$ cat config.mk
export PLATFORM = sky130hd
export DESIGN_NAME = uart_cmd_ctrl_flat
export DESIGN_NICKNAME = d
export VERILOG_FILES = /design/src/rtl/uart_cmd_ctrl_if.sv /design/src/rtl/uart_cmd_ctrl.sv /design/src/flat_wrapper.sv
export SDC_FILE = /design/constraint.sdc
export NUM_CORES = 1
export LEC_CHECK = 0
export ABC_AREA = 0
export BUFFER_PORTS_ARGS = -buffer_cell sky130_fd_sc_hd__buf_2
export CORE_MARGIN = 4
export CORE_UTILIZATION = 45
export CTS_BUF_LIST = sky130_fd_sc_hd__clkbuf_8
export CTS_CLUSTER_SIZE = 20
export DETAILED_ROUTE_END_ITERATION = 16
export PLACE_DENSITY = 0.74
export SYNTH_ARGS = -nofsm -noshare
export SYNTH_HDL_FRONTEND = slang
export SYNTH_SLANG_ARGS = --single-unit
$ cat constraint.sdc
create_clock -name uart_cmd_bclk -period 2.75 [get_ports uart_cmd_bclk]
set_input_delay 0.4125 -clock uart_cmd_bclk [delete_from_list [all_inputs] [get_ports uart_cmd_bclk]]
set_output_delay 0.4125 -clock uart_cmd_bclk [all_outputs]
set_load 0.05 [all_outputs]
$ cat src/rtl/uart_cmd_ctrl_if.sv
`default_nettype none
// ============================================================================
//  Module      : uart_cmd_ctrl_if
//  Description : Bundle of byte-handshake and command-strobe signals between
//                the UART receiver, the command controller and the register
//                file / ADC capture logic.
//                master : controller side (drives clr, strobes, status)
//                slave  : environment side (drives rx_data / rx_rdy)
//  Signals     : uart_cmd_rx_data[7:0], uart_cmd_rx_rdy, uart_cmd_rx_clr,
//                uart_cmd_cfg_we, uart_cmd_cfg_addr[7:0],
//                uart_cmd_cfg_data[7:0], uart_cmd_cap_start,
//                uart_cmd_cap_stop, uart_cmd_err, uart_cmd_err_cnt[7:0],
//                uart_cmd_busy
//  Revision    : 1.0 - initial release
// ============================================================================
interface uart_cmd_ctrl_if;
    logic [7:0] uart_cmd_rx_data;
    logic       uart_cmd_rx_rdy;
    logic       uart_cmd_rx_clr;
    logic       uart_cmd_cfg_we;
    logic [7:0] uart_cmd_cfg_addr;
    logic [7:0] uart_cmd_cfg_data;
    logic       uart_cmd_cap_start;
    logic       uart_cmd_cap_stop;
    logic       uart_cmd_err;
    logic [7:0] uart_cmd_err_cnt;
    logic       uart_cmd_busy;

    modport master (
        input  uart_cmd_rx_data, uart_cmd_rx_rdy,
        output uart_cmd_rx_clr, uart_cmd_cfg_we, uart_cmd_cfg_addr,
               uart_cmd_cfg_data, uart_cmd_cap_start, uart_cmd_cap_stop,
               uart_cmd_err, uart_cmd_err_cnt, uart_cmd_busy
    );

    modport slave (
        output uart_cmd_rx_data, uart_cmd_rx_rdy,
        input  uart_cmd_rx_clr, uart_cmd_cfg_we, uart_cmd_cfg_addr,
               uart_cmd_cfg_data, uart_cmd_cap_start, uart_cmd_cap_stop,
               uart_cmd_err, uart_cmd_err_cnt, uart_cmd_busy
    );
endinterface
`default_nettype wire

$ cat src/rtl/uart_cmd_ctrl.sv
`default_nettype none
// ============================================================================
//  Module      : uart_cmd_ctrl
//  Description : UART command decoder. Takes bytes from the receiver through
//                a rdy/clr handshake, assembles 5-byte frames
//                (A5, CMD, ADDR, DATA, CSUM = CMD^ADDR^DATA) and issues
//                register-write / capture-start / capture-stop strobes.
//                Bad commands and checksum mismatches pulse err and bump a
//                saturating error counter.
//  Ports       : uart_cmd_bclk   - bit clock shared with the receiver
//                uart_cmd_rst_n  - asynchronous active-low reset
//                uart_cmd_bus    - uart_cmd_ctrl_if.master (handshake,
//                                  strobes, status)
//  Parameters  : TIMEOUT_CYC     - inter-byte timeout in bclk cycles (16..65535)
//  Macros      : UART_CMD_TIMEOUT_EN - when defined, a partial frame that
//                sees no byte for TIMEOUT_CYC cycles is dropped with err.
//  Revision    : 1.0 - initial release
// ============================================================================
module uart_cmd_ctrl #(
    parameter int TIMEOUT_CYC = 1024
) (
    input  wire logic          uart_cmd_bclk,
    input  wire logic          uart_cmd_rst_n,
    uart_cmd_ctrl_if.master    uart_cmd_bus
);

    localparam logic [7:0] c_SYNC     = 8'hA5;
    localparam logic [7:0] c_CMD_WR   = 8'h01;
    localparam logic [7:0] c_CMD_STRT = 8'h02;
    localparam logic [7:0] c_CMD_STOP = 8'h03;

    if (TIMEOUT_CYC < 16 || TIMEOUT_CYC > 65535) begin : g_bad_timeout
        $error("uart_cmd_ctrl: TIMEOUT_CYC out of range 16..65535");
    end

    typedef enum logic [2:0] {
        ST_IDLE = 3'd0,
        ST_CMD  = 3'd1,
        ST_ADDR = 3'd2,
        ST_DATA = 3'd3,
        ST_CSUM = 3'd4,
        ST_EXEC = 3'd5
    } state_t;

    state_t     r_state;
    state_t     w_state_nxt;
    logic       r_rx_clr;
    logic       w_accept;
    logic [7:0] r_cmd;
    logic [7:0] r_adr;
    logic [7:0] r_dat;
    logic       r_cfg_we;
    logic [7:0] r_cfg_addr;
    logic [7:0] r_cfg_data;
    logic       r_cap_start;
    logic       r_cap_stop;
    logic       r_err;
    logic [7:0] r_err_cnt;
    logic       w_cfg_we_nxt;
    logic       w_cap_start_nxt;
    logic       w_cap_stop_nxt;
    logic       w_err_nxt;
    logic       w_cmd_ok;
    logic       w_timeout;

    // A byte is taken only while clr is low; clr simply mirrors rdy one edge
    // later, which both raises it after a take and holds it until rdy drops.
    assign w_accept = uart_cmd_bus.uart_cmd_rx_rdy & ~r_rx_clr;
    assign w_cmd_ok = (uart_cmd_bus.uart_cmd_rx_data == c_CMD_WR)   ||
                      (uart_cmd_bus.uart_cmd_rx_data == c_CMD_STRT) ||
                      (uart_cmd_bus.uart_cmd_rx_data == c_CMD_STOP);

`ifdef UART_CMD_TIMEOUT_EN
    localparam logic [15:0] c_TO_LAST = 16'(TIMEOUT_CYC - 1);
    logic [15:0] r_to_cnt;

    // A byte arriving in the limit cycle wins over the timeout.
    assign w_timeout = (r_state != ST_IDLE) && (r_state != ST_EXEC) &&
                       !w_accept && (r_to_cnt == c_TO_LAST);

    always_ff @(posedge uart_cmd_bclk or negedge uart_cmd_rst_n) begin
        if (!uart_cmd_rst_n) begin
            r_to_cnt <= '0;
        end else if (r_state == ST_IDLE || w_accept) begin
            r_to_cnt <= '0;
        end else begin
            r_to_cnt <= r_to_cnt + 16'd1;
        end
    end
`else
    assign w_timeout = 1'b0;
`endif

    always_comb begin
        w_state_nxt     = r_state;
        w_cfg_we_nxt    = 1'b0;
        w_cap_start_nxt = 1'b0;
        w_cap_stop_nxt  = 1'b0;
        w_err_nxt       = 1'b0;
        case (r_state)
            ST_IDLE: begin
                if (w_accept && uart_cmd_bus.uart_cmd_rx_data == c_SYNC)
                    w_state_nxt = ST_CMD;
            end
            ST_CMD: begin
                if (w_accept) begin
                    if (w_cmd_ok) begin
                        w_state_nxt = ST_ADDR;
                    end else begin
                        w_state_nxt = ST_IDLE;
                        w_err_nxt   = 1'b1;
                    end
                end
            end
            ST_ADDR: begin
                if (w_accept) w_state_nxt = ST_DATA;
            end
            ST_DATA: begin
                if (w_accept) w_state_nxt = ST_CSUM;
            end
            ST_CSUM: begin
                if (w_accept) begin
                    if (uart_cmd_bus.uart_cmd_rx_data == (r_cmd ^ r_adr ^ r_dat)) begin
                        w_state_nxt = ST_EXEC;
                    end else begin
                        w_state_nxt = ST_IDLE;
                        w_err_nxt   = 1'b1;
                    end
                end
            end
            ST_EXEC: begin
                // Strobes register on the edge leaving EXEC, one cycle after
                // the checksum byte was taken.
                w_state_nxt     = ST_IDLE;
                w_cfg_we_nxt    = (r_cmd == c_CMD_WR);
                w_cap_start_nxt = (r_cmd == c_CMD_STRT);
                w_cap_stop_nxt  = (r_cmd == c_CMD_STOP);
            end
            default: w_state_nxt = ST_IDLE;
        endcase
        if (w_timeout) begin
            w_state_nxt = ST_IDLE;
            w_err_nxt   = 1'b1;
        end
    end

    always_ff @(posedge uart_cmd_bclk or negedge uart_cmd_rst_n) begin
        if (!uart_cmd_rst_n) begin
            r_state     <= ST_IDLE;
            r_rx_clr    <= 1'b0;
            r_cmd       <= 8'h00;
            r_adr       <= 8'h00;
            r_dat       <= 8'h00;
            r_cfg_we    <= 1'b0;
            r_cfg_addr  <= 8'h00;
            r_cfg_data  <= 8'h00;
            r_cap_start <= 1'b0;
            r_cap_stop  <= 1'b0;
            r_err       <= 1'b0;
            r_err_cnt   <= 8'h00;
        end else begin
            r_state     <= w_state_nxt;
            r_rx_clr    <= uart_cmd_bus.uart_cmd_rx_rdy;
            r_cfg_we    <= w_cfg_we_nxt;
            r_cap_start <= w_cap_start_nxt;
            r_cap_stop  <= w_cap_stop_nxt;
            r_err       <= w_err_nxt;
            if (w_accept) begin
                case (r_state)
                    ST_CMD:  r_cmd <= uart_cmd_bus.uart_cmd_rx_data;
                    ST_ADDR: r_adr <= uart_cmd_bus.uart_cmd_rx_data;
                    ST_DATA: r_dat <= uart_cmd_bus.uart_cmd_rx_data;
                    default: ;
                endcase
            end
            if (w_cfg_we_nxt) begin
                r_cfg_addr <= r_adr;
                r_cfg_data <= r_dat;
            end
            if (w_err_nxt && r_err_cnt != 8'hFF)
                r_err_cnt <= r_err_cnt + 8'd1;
        end
    end

    assign uart_cmd_bus.uart_cmd_rx_clr    = r_rx_clr;
    assign uart_cmd_bus.uart_cmd_cfg_we    = r_cfg_we;
    assign uart_cmd_bus.uart_cmd_cfg_addr  = r_cfg_addr;
    assign uart_cmd_bus.uart_cmd_cfg_data  = r_cfg_data;
    assign uart_cmd_bus.uart_cmd_cap_start = r_cap_start;
    assign uart_cmd_bus.uart_cmd_cap_stop  = r_cap_stop;
    assign uart_cmd_bus.uart_cmd_err       = r_err;
    assign uart_cmd_bus.uart_cmd_err_cnt   = r_err_cnt;
    assign uart_cmd_bus.uart_cmd_busy      = (r_state != ST_IDLE);

    // EXEC is entered on the edge that raised clr, so the handshake keeps
    // any new byte out of that cycle.
    a_no_byte_in_exec: assert property (
        @(posedge uart_cmd_bclk) disable iff (!uart_cmd_rst_n)
        !(r_state == ST_EXEC && w_accept)
    );

endmodule
`default_nettype wire

$ cat src/flat_wrapper.sv
// flat-port wrapper written by rule: the top's interface ports become plain ports
module uart_cmd_ctrl_flat 
#(
    parameter int TIMEOUT_CYC = 1024
)
  (uart_cmd_bclk, uart_cmd_rst_n, uart_cmd_bus_uart_cmd_rx_data, uart_cmd_bus_uart_cmd_rx_rdy, uart_cmd_bus_uart_cmd_rx_clr, uart_cmd_bus_uart_cmd_cfg_we, uart_cmd_bus_uart_cmd_cfg_addr, uart_cmd_bus_uart_cmd_cfg_data, uart_cmd_bus_uart_cmd_cap_start, uart_cmd_bus_uart_cmd_cap_stop, uart_cmd_bus_uart_cmd_err, uart_cmd_bus_uart_cmd_err_cnt, uart_cmd_bus_uart_cmd_busy);
  uart_cmd_ctrl_if uart_cmd_bus_i ();
  input  wire logic uart_cmd_bclk;
  input  wire logic uart_cmd_rst_n;
  input wire logic [$bits(uart_cmd_bus_i.uart_cmd_rx_data)-1:0] uart_cmd_bus_uart_cmd_rx_data;
  input wire logic [$bits(uart_cmd_bus_i.uart_cmd_rx_rdy)-1:0] uart_cmd_bus_uart_cmd_rx_rdy;
  output wire logic [$bits(uart_cmd_bus_i.uart_cmd_rx_clr)-1:0] uart_cmd_bus_uart_cmd_rx_clr;
  output wire logic [$bits(uart_cmd_bus_i.uart_cmd_cfg_we)-1:0] uart_cmd_bus_uart_cmd_cfg_we;
  output wire logic [$bits(uart_cmd_bus_i.uart_cmd_cfg_addr)-1:0] uart_cmd_bus_uart_cmd_cfg_addr;
  output wire logic [$bits(uart_cmd_bus_i.uart_cmd_cfg_data)-1:0] uart_cmd_bus_uart_cmd_cfg_data;
  output wire logic [$bits(uart_cmd_bus_i.uart_cmd_cap_start)-1:0] uart_cmd_bus_uart_cmd_cap_start;
  output wire logic [$bits(uart_cmd_bus_i.uart_cmd_cap_stop)-1:0] uart_cmd_bus_uart_cmd_cap_stop;
  output wire logic [$bits(uart_cmd_bus_i.uart_cmd_err)-1:0] uart_cmd_bus_uart_cmd_err;
  output wire logic [$bits(uart_cmd_bus_i.uart_cmd_err_cnt)-1:0] uart_cmd_bus_uart_cmd_err_cnt;
  output wire logic [$bits(uart_cmd_bus_i.uart_cmd_busy)-1:0] uart_cmd_bus_uart_cmd_busy;
  assign uart_cmd_bus_i.uart_cmd_rx_data = uart_cmd_bus_uart_cmd_rx_data;
  assign uart_cmd_bus_i.uart_cmd_rx_rdy = uart_cmd_bus_uart_cmd_rx_rdy;
  assign uart_cmd_bus_uart_cmd_rx_clr = uart_cmd_bus_i.uart_cmd_rx_clr;
  assign uart_cmd_bus_uart_cmd_cfg_we = uart_cmd_bus_i.uart_cmd_cfg_we;
  assign uart_cmd_bus_uart_cmd_cfg_addr = uart_cmd_bus_i.uart_cmd_cfg_addr;
  assign uart_cmd_bus_uart_cmd_cfg_data = uart_cmd_bus_i.uart_cmd_cfg_data;
  assign uart_cmd_bus_uart_cmd_cap_start = uart_cmd_bus_i.uart_cmd_cap_start;
  assign uart_cmd_bus_uart_cmd_cap_stop = uart_cmd_bus_i.uart_cmd_cap_stop;
  assign uart_cmd_bus_uart_cmd_err = uart_cmd_bus_i.uart_cmd_err;
  assign uart_cmd_bus_uart_cmd_err_cnt = uart_cmd_bus_i.uart_cmd_err_cnt;
  assign uart_cmd_bus_uart_cmd_busy = uart_cmd_bus_i.uart_cmd_busy;
  uart_cmd_ctrl #(.TIMEOUT_CYC(TIMEOUT_CYC)) u_core (.uart_cmd_bclk(uart_cmd_bclk), .uart_cmd_rst_n(uart_cmd_rst_n), .uart_cmd_bus(uart_cmd_bus_i));
endmodule
==> results.tsv, run 1 <==
metric	value	unit
ys async rst share	100.0	%
MaxCap Viol Count	0	
Crit-path slowest cell	or4b_4	
Max Fanout on Critical Path	17	
FP Rows	27	
setup violators final	0	
Placed Cells	306	
count of cell types in the netlist	34	
Post-Synthesis Cells	193	
CP Capture Type	flop	
antenna viol nets, final	0	
Max stage delay on crit path	0.56	ns
warnings from Yosys	0	
final cell count without fillers	314	
CTS H-tree depth	2	
switch share	31.94	%
Post-DP HPWL	3381	um
Final #Nets	253	
Worst EP required	2.94	ns
DRC violations left	0	
proportion of power drawn by the clock network	25.1	%
VDD IR-drop max	0.3290	mV
worst path bufs/invs	0	
worst path cell trace	or4b_4 -> nor4_4 -> nand3b_4 -> mux2_4	
RePlAce Congestion	0.7867	
CTS clk-pin slew, worst paths	0.10	ns
CTS tree	yes	
synthesized flop and latch total	56	
Ports	41	
first-pass GRT wire length	7762	um
layout cells sized above 1	40.91	%
commonest non-fill, non-tap cell in the layout	dfrtp_1	
Slew Limit Fails	0	
Initial DRT Pass Iterations	4	
Comb pwr share	25.2	%
Slew HR	61.15	%
Clock Skews	0.01318	ns
Total GRT Usage	13.82	%
# port buffers	40	
hold buffer count at cts	0	
crit path kind	flop to flop	
drt first-iter violations	66	
initial antenna violation count	0	
RSZ-0062 raised after global routing	no	
clock latency on the worst-skew pair	0.31	ns
Die Span X	83.52	um
TritonCTS Sinks	56	
WL final	4552	um
number of synthesized flops with an enable pin	0	
Synth top area share	54.61	%
Tmin final	2.132	ns
setup TNS	0	ns
Tcrit/Tclk final	77.54	%
worst hold path class	primary input to asynchronous set/reset pin	
maximum number of pins on one net before global-route repair	28	
f_max	469.0	MHz
Seq/Total Area, Yosys	54.61	%
Synth area leader	dfrtp_1	
startpoint types	flop	
Leakage	1.585	nW
Worst path top cell family by delay	simple AND/OR/NAND/NOR gates	
syn_nets	205	
sw power	0.0006747	W
initial core utilization	46.60	%
PwrDens	709.1	nW/um2
routed vias	1571	
remaining global-route overflow	0	
# diodes	0	
WL per Instance	14.50	um
post-CTS setup buffers	0	
vias in the first global route	1621	
clock buffer depth	2	
commonest cells after routing, fill and taps aside	dfrtp_1, buf_2, mux2_2, xnor2_1, xor2_1	
area grow syn2layout	16.09	%
part of the power in registers	49.7	%
total CTS buffers	5	
P_int	0.001438	W
Resized Gates After CTS	0	
core area	5507	um2
root buf cell	clkbuf_8	
Die Area	6975	um2
Die H	83.52	um
Via density	5.003	
Synth area leaders	dfrtp_1, mux2_2, xnor2_1	
WP data arrival	2.33	ns
Hold Violations, Final	0	
Top FF cell, synth	dfrtp_1	
syn avg cell area	13.30	um2
Worst-Margin Slew	0.5828	ns
run status	finished clean	
Cell Area, Synth	2566	um2
==> registers in the layout, summed over array words and instances (netlist names) <==
signal	count
u_core.uart_cmd_bus.uart_cmd_rx_clr	1
u_core.r_cmd	8
u_core.uart_cmd_bus.uart_cmd_cap_stop	1
u_core.uart_cmd_bus.uart_cmd_cfg_data	8
u_core.uart_cmd_bus.uart_cmd_cfg_we	1
u_core.r_dat	8
u_core.uart_cmd_bus.uart_cmd_cfg_addr	8
u_core.uart_cmd_bus.uart_cmd_cap_start	1
u_core.r_adr	8
u_core.uart_cmd_bus.uart_cmd_err	1
u_core.uart_cmd_bus.uart_cmd_err_cnt	8
u_core.r_state	3
==> cells in the mapped netlist, drive strengths merged, types with 2 or more instances <==
cell type / instances
nand3: 7
nor3: 6
and3: 3
o21ai: 5
a21oi: 2
dfrtp: 56
inv: 2
xor2: 14
xnor2: 16
nand2: 8
clkbuf: 2
nor2b: 3
or2: 2
nor2: 7
mux2: 42
nor4: 4
==> cell families after synthesis <==
group,count (synthesis),synth area share [%]
DFF,56,54.61
and+or+nand+nor,49,11.75
muxes,42,19.75
xor gates and xnor gates,30,10.24
AOI/OAI and AO/OA,10,2.146
buffers and inverters,5,1.024
adders and majority gates,1,0.4875
==> routing by layer <==
layer	routed length (um)	vias to the layer above	global-route usage [%]
li1	-	765	-
met1	2226	776	18.89
met2	2115	25	21.94
met3	149	5	2.863
met4	61	0	4.825
met5	0	-	0
==> power by group through the flow <==
stage	registers, W	clock network (W)	logic, W
after global placement	0.00107	0	0.000529
after global routing	0.00107	0.000575	0.000576
after CTS	0.00105	0.000539	0.000540
final	0.00105	0.000531	0.000531
after floorplan	0.00112	0	0.000342
after detailed placement	0.00107	0	0.000537
==> path summary, 6_finish.rpt <==
check,from,cells past startpoint,to,slack (ns)
min in group uart_cmd_bclk,uart_cmd_bus_uart_cmd_rx_rdy,1,u_core.uart_cmd_bus.uart_cmd_rx_clr$_DFF_PN0_,0.23
worst min register to register,u_core.uart_cmd_bus.uart_cmd_err_cnt[5]$_DFFE_PN0P_,1,u_core.uart_cmd_bus.uart_cmd_err_cnt[5]$_DFFE_PN0P_,0.49
worst min-delay path,uart_cmd_rst_n,1,u_core.uart_cmd_bus.uart_cmd_cfg_data[6]$_DFFE_PN0P_,0.1
worst max-delay path,u_core.r_cmd[5]$_DFFE_PN0P_,4,u_core.uart_cmd_bus.uart_cmd_cfg_data[5]$_DFFE_PN0P_,0.62
max in group asynchronous,uart_cmd_rst_n,2,u_core.uart_cmd_bus.uart_cmd_err_cnt[6]$_DFFE_PN0P_,2.01
worst max register to register,u_core.r_cmd[5]$_DFFE_PN0P_,4,u_core.uart_cmd_bus.uart_cmd_cfg_data[5]$_DFFE_PN0P_,0.62
==> metrics by stage <==
step | hold WS (ns) | total power, W | utilization, % | instance area, um2 | worst slack [ns]
after floorplan | 0.1169 | 0.001463 | - | 2566 | 0.6585
after global placement | 0.4420 | 0.001594 | 52.08 | 2868 | 0.5255
after detailed placement | 0.4491 | 0.001603 | 52.08 | 2868 | 0.4860
after CTS | 0.1160 | 0.002129 | 54.10 | 2979 | 0.5964
after global routing | 0.1515 | 0.002222 | 54.10 | 2979 | 0.5214
final | 0.09612 | 0.002112 | 54.10 | 2979 | 0.6177
==> worst register-to-register path, delay by kind of cell, from the launching register on <==
family	cells	cell delay (ns)
multiplexers	1	0.39
flip-flops	1	0.42
AND/OR/NAND/NOR	3	1.22
==> area by class of cell <==
class | count | area, um2
well taps | 72 | 90.09
inverters | 2 | 7.507
repair buffers | 44 | 230.2
multi-input cells | 132 | 1139
flip-flops and latches | 56 | 1401
clock buffers | 5 | 68.82
clock inverters | 3 | 42.54
fillers | 478 | 2527
Note: power is estimated with default switching activity, not from simulation.
==> run 2: changes to the inputs <==
==> constraint.sdc (replaced) <==
create_clock -name uart_cmd_bclk -period 2 [get_ports uart_cmd_bclk]
set_input_delay 0.3 -clock uart_cmd_bclk [delete_from_list [all_inputs] [get_ports uart_cmd_bclk]]
set_output_delay 0.3 -clock uart_cmd_bclk [all_outputs]
set_load 0.05 [all_outputs]
==> run 2 against run 1 <==
Effect of this change: clock-buffer cell count did not move; sequential power rose by 35%; sequential cell count did not move; non-clock buffer count rose by 10; final cell count rose by 2.9%; cell area rose by 2.8%; combinational power rose by 57%; hold slack improved by 0.017 ns; sequential share of layout area fell by 1.2 points; critical endpoint is now u_core.uart_cmd_bus.uart_cmd_cfg_addr[1]$_DFFE_PN0P_; largest power group unchanged; highest routed layer unchanged.
==> results.tsv, run 2 (same netlist as run 1, synthesis figures left out) <==
metric	value	unit	change
run status	finished clean		
worst hold path class	primary input to flop		
maximum number of pins on one net before global-route repair	33		+18%
antenna viol nets, final	0		unchanged
f_max	530.8	MHz	+13%
FP Rows	27		unchanged
Die Span X	83.52	um	unchanged
Crit-path slowest cell	or4b_4		
setup TNS	0	ns	unchanged
initial antenna violation count	0		unchanged
Placed Instance Area	2970	um2	+3.6%
post-CTS setup buffers	0		unchanged
WL per Instance	14.82	um	+2.2%
Slew HR	62.08	%	+0.93 points
routed vias	1629		+3.7%
Tmin final	1.884	ns	-0.2483 ns
commonest cells after routing, fill and taps aside	dfrtp_1, buf_2, mux2_2, xnor2_1, xor2_1		
Die H	83.52	um	unchanged
Tcrit/Tclk final	94.20	%	+17 points
Clock Skews	0.01218	ns	-0.0009961 ns
Max Fanout on Critical Path	17		unchanged
setup violators final	0		unchanged
Worst-Margin Slew	0.5688	ns	-0.01402 ns
clock latency on the worst-skew pair	0.31	ns	about the same
remaining global-route overflow	0		unchanged
Ports	41		unchanged
Die Area	6975	um2	unchanged
RSZ-0062 raised after global routing	no		
Initial DRT Pass Iterations	4		unchanged
Post-DP HPWL	3617	um	+7.0%
drt first-iter violations	60		-9.1%
Reg2Reg Setup Slack	0.12	ns	-0.50 ns
fill count	472		-1.3%
area grow syn2layout	19.31	%	
core area	5507	um2	unchanged
first-pass GRT wire length	8549	um	+10%
TritonCTS Sinks	56		unchanged
Total GRT Usage	15.17	%	+1.3 points
# port buffers	40		unchanged
VDD IR-drop max	0.4479	mV	+36%
WP data arrival	2.07	ns	-0.26 ns
startpoint types	flop		
worst path cell trace	or4b_4 -> nor4_4 -> nand3b_4 -> buf_12 -> mux2_4		
initial core utilization	46.60	%	unchanged
RePlAce Congestion	0.8393		+6.7%
commonest non-fill, non-tap cell in the layout	dfrtp_1		
# diodes	0		unchanged
Finished Cell Area	3062	um2	+2.8%
vias in the first global route	1751		+8.0%
Worst EP required	2.19	ns	-0.75 ns
final core occ	55.60	%	+1.5 points
Leakage	1.635	nW	+3.2%
Hold Violations, Final	0		unchanged
Resized Gates After CTS	0		unchanged
root buf cell	clkbuf_8		
CTS tree	yes		
layout cells sized above 1	43.03	%	+2.1 points
WL final	4787	um	+5.2%
Slew Limit Fails	0		unchanged
clock buffer depth	2		unchanged
crit path kind	flop to flop		
CP Capture Type	flop		
DRC violations left	0		unchanged
MaxCap Viol Count	0		unchanged
total CTS buffers	5		unchanged
Max stage delay on crit path	0.55	ns	about the same
PwrDens	925.0	nW/um2	+30%
Final #Nets	263		+4.0%
CTS H-tree depth	2		unchanged
Via density	5.043		+0.80%
CTS clk-pin slew, worst paths	0.10	ns	about the same
## run 2: cell count changes in the layout (fill, tap and decap cells not counted), sizes merged
cell,before,now
buf,44,53
dlygate4sd3,0,1
bufinv,1,0
## run 2: layer usage
layer	track usage [%]	wire [um]	vias to the layer above
met5	0	0	-
li1	-	-	790
met2	24.27	2199	40
met3	4.047	240	5
met1	20.58	2284	794
met4	3.947	63	0
## run 2: critical path: cells and delay by family, from the launching register on
kind                   cells  cell delay, ns
and+or+nand+nor            3            0.90
buffers and inverters      1            0.17
muxes                      1            0.29
DFF                        1            0.40
## run 2: path summary, 6_finish.rpt
path                                                                     startpoint                                                   end  cells past startpoint
worst max-delay path                                    u_core.r_cmd[5]$_DFFE_PN0P_  u_core.uart_cmd_bus.uart_cmd_cfg_addr[1]$_DFFE_PN0P_                      5
worst min-delay path                                   uart_cmd_bus_uart_cmd_rx_rdy         u_core.uart_cmd_bus.uart_cmd_rx_clr$_DFF_PN0_                      1
worst max register to register                          u_core.r_cmd[5]$_DFFE_PN0P_  u_core.uart_cmd_bus.uart_cmd_cfg_addr[1]$_DFFE_PN0P_                      5
worst min register to register  u_core.uart_cmd_bus.uart_cmd_err_cnt[5]$_DFFE_PN0P_   u_core.uart_cmd_bus.uart_cmd_err_cnt[5]$_DFFE_PN0P_                      1
max in group asynchronous                                            uart_cmd_rst_n         u_core.uart_cmd_bus.uart_cmd_rx_clr$_DFF_PN0_                      3
min in group asynchronous                                            uart_cmd_rst_n                           u_core.r_dat[6]$_DFFE_PN0P_                      2
## run 2: final cells by class
class	count	area (um2)	share of cell area, %
clock inverter	2	12.51	0.4087
multi-input combinational	132	1147	37.47
inverter	2	7.507	0.2452
clock buffer	5	68.82	2.248
tap	72	90.09	2.942
sequential	56	1403	45.81
timing repair buffer	54	332.8	10.87
## run 2: metrics by stage
| step | hold WS [ns] | power [W] | setup WS, ns | cells |
|---|---|---|---|---|
| after floorplan | 0.004409 | 0.002025 | 0.02577 | 193 |
| after global placement | 0.3236 | 0.002255 | 0.09297 | 315 |
| after detailed placement | 0.3335 | 0.002282 | 0.04640 | 315 |
| after CTS | 0.1047 | 0.002868 | 0.03200 | 323 |
| after global routing | 0.09520 | 0.003018 | 0.0009104 | 323 |
| final | 0.1131 | 0.002832 | 0.1160 | 323 |
## run 2: what timing repair did
item / 4_1_cts / 5_1_grt
setup endpoints to repair: 0 / 12
hold endpoints to repair: 7 / 0
hold buffers: 1 / 0
## run 2: where the power goes
part / internal, W / total (W) / switching [W]
clock: 0.000238 / 0.000578 / 0.000341
combinational: 0.000377 / 0.000835 / 0.000458
sequential: 0.00128 / 0.00142 / 0.000142
